<file path="src/rtl/simmem_row_timing_unit.sv">
// Single-bank DRAM row-buffer timing model: classifies each request as row hit, miss or
// closed-row, waits the modelled latency, then releases the request's internal ID.
module simmem_row_timing_unit #(
  parameter int unsigned IidWidth       = 5,
  parameter int unsigned AddrWidth      = 16,
  parameter int unsigned RowIdWidth     = 8,
  parameter int unsigned DelayWidth     = 6,
  parameter int unsigned HitCntWidth    = 16,
  parameter int unsigned RowHitCost     = 4,
  parameter int unsigned ActivationCost = 1,
  parameter int unsigned PrechargeCost  = 2
) (
  input  logic                   clk_i,
  input  logic                   rst_i,
  input  logic                   req_valid_i,
  output logic                   req_ready_o,
  input  logic [AddrWidth-1:0]   req_addr_i,
  input  logic [IidWidth-1:0]    req_iid_i,
  input  logic                   close_row_i,
  output logic                   rel_valid_o,
  input  logic                   rel_ready_i,
  output logic [IidWidth-1:0]    rel_iid_o,
  output logic                   rel_row_hit_o,
  output logic [DelayWidth-1:0]  rel_delay_o,
  output logic [HitCntWidth-1:0] hit_cnt_o
);

  // Handshakes: a transfer happens on a rising edge where valid and ready are both high;
  // valid never depends on ready, and payload is held stable while valid is high and ready low.

  localparam int unsigned ClosedCost = ActivationCost + RowHitCost;
  localparam int unsigned MissCost   = PrechargeCost + ActivationCost + RowHitCost;

  localparam logic [DelayWidth-1:0] HitDelay    = DelayWidth'(RowHitCost);
  localparam logic [DelayWidth-1:0] ClosedDelay = DelayWidth'(ClosedCost);
  localparam logic [DelayWidth-1:0] MissDelay   = DelayWidth'(MissCost);

  // The countdown loads d-1 and stops at 1, so every cost must fit and be at least 2.
  if (MissCost >= (1 << DelayWidth) || RowHitCost < 2) begin : g_cost_check
    $error("simmem_row_timing_unit: latency costs do not fit DelayWidth");
  end

  typedef enum logic [1:0] {
    ST_IDLE = 2'd0,
    ST_BUSY = 2'd1,
    ST_DONE = 2'd2
  } state_e;

  state_e                  state;
  logic                    row_open;
  logic [RowIdWidth-1:0]   open_row;
  logic [DelayWidth-1:0]   cnt;
  logic [IidWidth-1:0]     pend_iid;
  logic                    pend_hit;
  logic [DelayWidth-1:0]   pend_delay;

  logic [RowIdWidth-1:0]   req_row;
  logic                    req_hit;
  logic [DelayWidth-1:0]   req_delay;
  logic                    accept;
  logic                    unused_addr_bits;

  assign req_ready_o      = (state == ST_IDLE) && !rst_i;
  assign rel_valid_o      = (state == ST_DONE);
  assign accept           = req_valid_i && req_ready_o;
  assign unused_addr_bits = ^req_addr_i[AddrWidth-RowIdWidth-1:0];

  always_comb begin
    req_row   = req_addr_i[AddrWidth-1 -: RowIdWidth];
    req_hit   = row_open && (req_row == open_row);
    req_delay = MissDelay;
    if (!row_open) begin
      req_delay = ClosedDelay;
    end else if (req_hit) begin
      req_delay = HitDelay;
    end
  end

  always_ff @(posedge clk_i or posedge rst_i) begin
    if (rst_i) begin
      state         <= ST_IDLE;
      row_open      <= 1'b0;
      open_row      <= '0;
      cnt           <= '0;
      pend_iid      <= '0;
      pend_hit      <= 1'b0;
      pend_delay    <= '0;
      rel_iid_o     <= '0;
      rel_row_hit_o <= 1'b0;
      rel_delay_o   <= '0;
      hit_cnt_o     <= '0;
    end else begin
      // A close on the accepting edge loses to the accept below, which reopens the row.
      if (close_row_i) begin
        row_open <= 1'b0;
      end
      case (state)
        ST_IDLE: begin
          if (accept) begin
            row_open   <= 1'b1;
            open_row   <= req_row;
            pend_iid   <= req_iid_i;
            pend_hit   <= req_hit;
            pend_delay <= req_delay;
            cnt        <= req_delay - DelayWidth'(1);
            state      <= ST_BUSY;
            if (req_hit && (hit_cnt_o != '1)) begin
              hit_cnt_o <= hit_cnt_o + HitCntWidth'(1);
            end
          end
        end
        ST_BUSY: begin
          if (cnt == DelayWidth'(1)) begin
            state         <= ST_DONE;
            rel_iid_o     <= pend_iid;
            rel_row_hit_o <= pend_hit;
            rel_delay_o   <= pend_delay;
          end else begin
            cnt <= cnt - DelayWidth'(1);
          end
        end
        ST_DONE: begin
          if (rel_ready_i) begin
            state <= ST_IDLE;
          end
        end
        default: state <= ST_IDLE;
      endcase
    end
  end

endmodule

</file>
<file path="config.mk">
export PLATFORM = sky130hd
export DESIGN_NAME = simmem_row_timing_unit
export DESIGN_NICKNAME = d
export VERILOG_FILES = /design/src/rtl/simmem_row_timing_unit.sv
export SDC_FILE = /design/constraint.sdc
export NUM_CORES = 1
export LEC_CHECK = 0
export ABC_AREA = 1
export CELL_PAD_IN_SITES_DETAIL_PLACEMENT = 0
export CELL_PAD_IN_SITES_GLOBAL_PLACEMENT = 1
export CORE_AREA = 2 2 87 89
export DETAILED_ROUTE_END_ITERATION = 12
export DIE_AREA = 0 0 89 91
export HOLD_SLACK_MARGIN = 0.05
export PLACE_DENSITY_LB_ADDON = 0.1
export SLEW_MARGIN = 20
export SYNTH_ARGS = -nofsm -noshare
export SYNTH_HDL_FRONTEND = slang
export SYNTH_SLANG_ARGS = --single-unit
</file>
<file path="constraint.sdc">
create_clock -name clk_i -period 2.9 [get_ports clk_i]
set_input_delay 0.58 -clock clk_i [delete_from_list [all_inputs] [get_ports clk_i]]
set_output_delay 0.58 -clock clk_i [all_outputs]
set_load 0.02 [all_outputs]
</file>
# After elaboration in Yosys (flattened, before gate mapping)
# Index checks and enable logic that the tools add are counted.
dict set report totals {
  word_cells 47
  register_bits 57
}
dict set report op_classes {
  reduce_logical 12
  addsub 3
  n_eq_ne 9
  muxes 12
}
# operator count
set ops {}
lappend ops {{$add 16x1->16 const B} 1}
lappend ops {{$ne 16x16->1 const B} 1}
lappend ops {{$mux 6} 2}
lappend ops {{$pmux 6 s2} 1}
lappend ops {{$sub 6x1->6 const B} 2}
lappend ops {{$mux 2} 5}
lappend ops {{$reduce_and 3->1} 3}
lappend ops {{$eq 8x8->1} 1}
lappend ops {{$eq 6x1->1 const B} 1}
lappend ops {{$ne 2x2->1 const B} 3}
lappend ops {{$pmux 2 s3} 1}
lappend ops {{$logic_and 1x1->1} 4}
lappend ops {{$reduce_and 2->1} 2}
lappend ops {{$mux 1} 3}
lappend ops {{$eq 2x1->1 const B} 1}
lappend ops {{$eq 2x2->1 const B} 1}
lappend ops {{$logic_not 2->1} 1}
lappend ops {{$ne 2x1->1 const B} 1}
lappend ops {{$reduce_bool 2->1} 1}
lappend ops {{$logic_not 1->1} 1}

# Longest topological paths before layout
dict set report logic_depth {
  ltp_word 7
  depth_mapped 11
  mapped_depth_nobuf 10
}

# Worst setup path before layout
# No wires, ideal clock.
dict set report synth_timing {
  path_type {input -> register}
  from {input rst_i}
  to {register hit_cnt_o[2]}
  setup_ns 0.118
  cell_stages 7
  t_required_ns 2.782
  path_slack_ns 1.088
  t_arrival_ns 1.694
  cell_sequence {nor3_2 nand2_2 nor2_4 nand3_4 buf_6 nand2_1 nand2_1}
}
dict set report synth_via {
  elab_chain_cells 4
}
# item line_no
set synth_rtl {}
lappend synth_rtl {{start, declared} 14} ;# input logic rst_i,
lappend synth_rtl {{$logic_not 1->1 (no source line)} -}
lappend synth_rtl {{$logic_and 1x1->1} 63} ;# assign req_ready_o = (state == ST_IDLE) && !rst_i;
lappend synth_rtl {{$logic_and 1x1->1} 65} ;# assign accept = req_valid_i && req_ready_o;
lappend synth_rtl {{$reduce_and 3->1 (no source line)} -}
lappend synth_rtl {{end signal, assigned} 108} ;# hit_cnt_o <= hit_cnt_o + HitCntWidth'(1);
lappend synth_rtl {{end, declared} 25} ;# output logic [HitCntWidth-1:0] hit_cnt_o
# No other way between the ends.
# A chain may end at the register's enable or synchronous reset.

# Final worst setup path
dict set report layout_timing {
  from {input rst_i}
  to {output req_ready_o}
}
dict set report layout_via {
  elab_chain_cells 2
}
# item line_no
set layout_rtl {}
lappend layout_rtl {{$logic_not 1->1 (no source line)} -}
lappend layout_rtl {{$logic_and 1x1->1} 63}
lappend layout_rtl {{end, declared} 16} ;# output logic req_ready_o,
# No other way between the ends.

==> impl_metrics.ini <==
[run_status]
run_status = completed

[route]
dr_total_vias = 2428
detail_route.vias_per_cell = 4.73
detail_route.first_pass.iterations = 6
routed_wl_microns = 6270
drcViolationCount = 0
drt-wirelength-per-cell_microns = 12.2
antenna_violating_nets_post_route = 0
detail_route.iter0.violations = 112

[synth]
post_synthesis_sequential_element_count = 51
yosys_warnings = 0
yosys.area_share.xor_xnor = 0.0349
synth_sequential_area_ratio = 0.462
synth.top_cells.by_count = 143 x nand2_1, 51 x dfrtp_1, 42 x inv_1
synth_edf_count = 0
synthTopCellsByArea = dfrtp_1 46%, nand2_1 19%, inv_1 5.7%
synth_top_family_by_area = simple AND/OR/NAND/NOR gates
synth-async-reset-ratio = 1.00
yosys-mux-area-fraction = 0
synthDominantCellAreaShare = 0.462
synth_adder_area_share = 0.0136
synthesis.area_sq_um = 2760
synth_simple_gate_area_share = 0.353
synthesis.area_per_instance_sq_um = 7.56
synth.lib_cells_used.distinct = 32
yosys.cell_count.top_type = nand2_1
synth_top_flop_cell = dfrtp_1
netlist.top_cell.by_area = dfrtp_1
post_synth_inst_count = 365
synth_area_in_compound_gates = 0.0494

[floorplanning]
rows = 31
boundaryPins = 56
design.core.area_sq_um = 7140
die_height_microns = 91
die_area_sq_um = 8100
die_w_microns = 89
start_util = 0.387

[setup_path]
ff2ff_path_depth = 9
crit_required_ns = 2.32
cp-startpoint = rst_i
timing.critical_path.cells = clkdlybuf4s50_1 > nor3_2 > clkdlybuf4s50_1
critical_path.most_common_cell = clkdlybuf4s50_1
critical_path.max_stage_delay_ns = 0.64
cp-endpoint = req_ready_o
critical_path_arrival_ns = 1.83
startpoint_types = input pin
reg2reg_from = hit_cnt_o[0]
setup.worst_path.end_class = output pin
worst-path-buf-inv = 2
critical_path.top_delay_family = buffers and inverters
worstSetupPathDepth = 3
setup.worst_path.class = in -> out
cp_slowest_cell = clkdlybuf4s50_1
max_fo_critical_path = 2
regToRegSetupSlack_ns = 0.94
worstReg2RegEnd = hit_cnt_o[1]

[clocking]
holdBufCountCts = 0
cts.clk_slew.worst_paths_ns = 0.10
tritoncts_clock_tree = done
clock_tree.htree_level_count = 2
cts_buffers = 5
post-cts-setup-buffers = 0
clkSinkCount = 51
max-clock-path-buffers = 2
root_buffer = clkbuf_8
cts_resized = 0
clk-insertion-delay-late_ns = 0.31

[timing]
finalWorstPathRequiredPeriod_ns = 2.41
drv_slew = 0
clock.fmax_ghz = 0.414
final-setup-viol-count = 0
finClkSkew_ns = 0.00824
tns_ns = 0
final_hold_viol_count = 0
grt_setup_unrepaired = false
timing.final.crit_share = 0.833

[global_routing]
grt_start_max_net_pins = 52
grt_pass1_wl_microns = 10900
grt_usage = 0.170
vias_in_the_first_global_route = 2316
number_of_antenna_violations_at_the_first_check_in_global_routing = 0
grt_remaining_overflow = 0

[worst_hold_path]
timing.hold.worst.start = pend_delay[2]
hold_class = reg -> reg

[cells_and_area]
fin_nets = 442
num_antenna_cells = 0
drive_gt1_frac = 0.0700
growth_of_design_area_from_synthesis_to_finish_pct = 24.7
finish.cell_count_without_fillers = 513

[power_and_ir_drop]
p_leak_nw = 1.70
power.density_cell_area_nw_per_um2 = 697
peak_supply_drop_v = 0.000311

[placement]
dpl.hpwl_microns = 4350
placer_congestion_estimate = 0.770
numPlacedInstances = 505
port-buffer-count = 44

[run]
maxCapViolCount = 0
==> sequential cells by signal, summed over array words and instances (netlist names) <==
name	cells
pend_hit	1
rel_iid_o	5
open_row	8
row_open	1
cnt	6
hit_cnt_o	16
rel_row_hit_o	1
pend_delay	3
state	2
pend_iid	5
rel_delay_o	3
==> worst min path at each step <==
| stage | endpoint | slack [ns] | cells after the start |
|---|---|---|---|
| 5_1_grt | pend_delay[2] | 0.51 | 2 |
| 6_report | pend_delay[2] | 0.46 | 2 |
| 3_3_place_gp | pend_delay[2] | 0.43 | 2 |
| 2_1_floorplan | pend_delay[2] | 0.42 | 2 |
| 4_1_cts | pend_delay[2] | 0.47 | 2 |
| 3_5_place_dp | pend_delay[2] | 0.44 | 2 |
==> where the power goes <==
part | switching, W | total [W] | internal (W)
Combinational | 0.000500 | 0.000838 | 0.000338
Sequential | 0.000131 | 0.00103 | 0.000903
Clock | 0.000266 | 0.000528 | 0.000262
Total | 0.000896 | 0.00240 | 0.00150
==> through the flow <==
step / setup WS (ns) / utilization / instance area [sq um] / total power [W] / hold WS [ns]
floorplan: 1.09 / - / 2770 / 0.00161 / 0.423
global placement: 0.492 / 0.466 / 3320 / 0.00188 / 0.434
CTS: 0.483 / 0.482 / 3440 / 0.00243 / 0.467
global route: 0.398 / 0.482 / 3440 / 0.00262 / 0.509
detailed placement: 0.488 / 0.466 / 3320 / 0.00190 / 0.441
finish: 0.486 / 0.482 / 3440 / 0.00240 / 0.463
==> placed cells by master, fill, tap and decap left out, types with 2 or more instances in the layout <==
cell type | netlist | layout
nor2_1 | 21 | 21
inv_1 | 42 | 41
buf_4 | 3 | 5
inv_2 | 1 | 2
nand2_2 | 3 | 3
xnor2_1 | 6 | 6
nor2_4 | 3 | 3
xor2_1 | 5 | 5
nand3_1 | 14 | 14
conb_1 | 1 | 3
ha_1 | 3 | 3
clkbuf_8 | 0 | 5
nand3_4 | 2 | 2
o21ai_0 | 16 | 16
nand2_1 | 143 | 143
o21ai_1 | 4 | 4
clkdlybuf4s50_1 | 0 | 44
a21oi_1 | 3 | 3
dfrtp_1 | 51 | 51
nand4_1 | 25 | 25
==> worst reg2reg max path: cells and delay by family, from the launching register on <==
kind,cells,cell delay (ns)
DFF,1,0.49
adders and majority gates,1,0.24
and+or+nand+nor,7,1.10
buffers and inverters,1,0.08
==> cell families (layout without fill, tap and decap cells) <==
group | count (synthesis) | in the layout
AOI/OAI and AO/OA | 26 | 26
xor gates and xnor gates | 11 | 11
adders and majority gates | 3 | 3
buffers and inverters | 56 | 103
DFF | 51 | 51
other | 1 | 3
and+or+nand+nor | 217 | 217
==> area by class of cell <==
class / instances / area [sq um]
Clock buffer: 5 / 68.8
Tap cell: 99 / 124
Sequential cell: 51 / 1280
Clock inverter: 3 / 47.5
Timing Repair Buffer: 50 / 498
Inverter: 45 / 170
Fill cell: 738 / 3700
Multi-Input combinational cell: 260 / 1260
==> layer usage <==
metal	GRT usage	vias up	wire (microns)
met5	0	-	0
met4	0.0448	0	76
met3	0.0282	7	233
met2	0.269	52	2870
met1	0.241	1123	3090
li1	-	1246	-
Note: power is estimated with default switching activity, not from simulation.
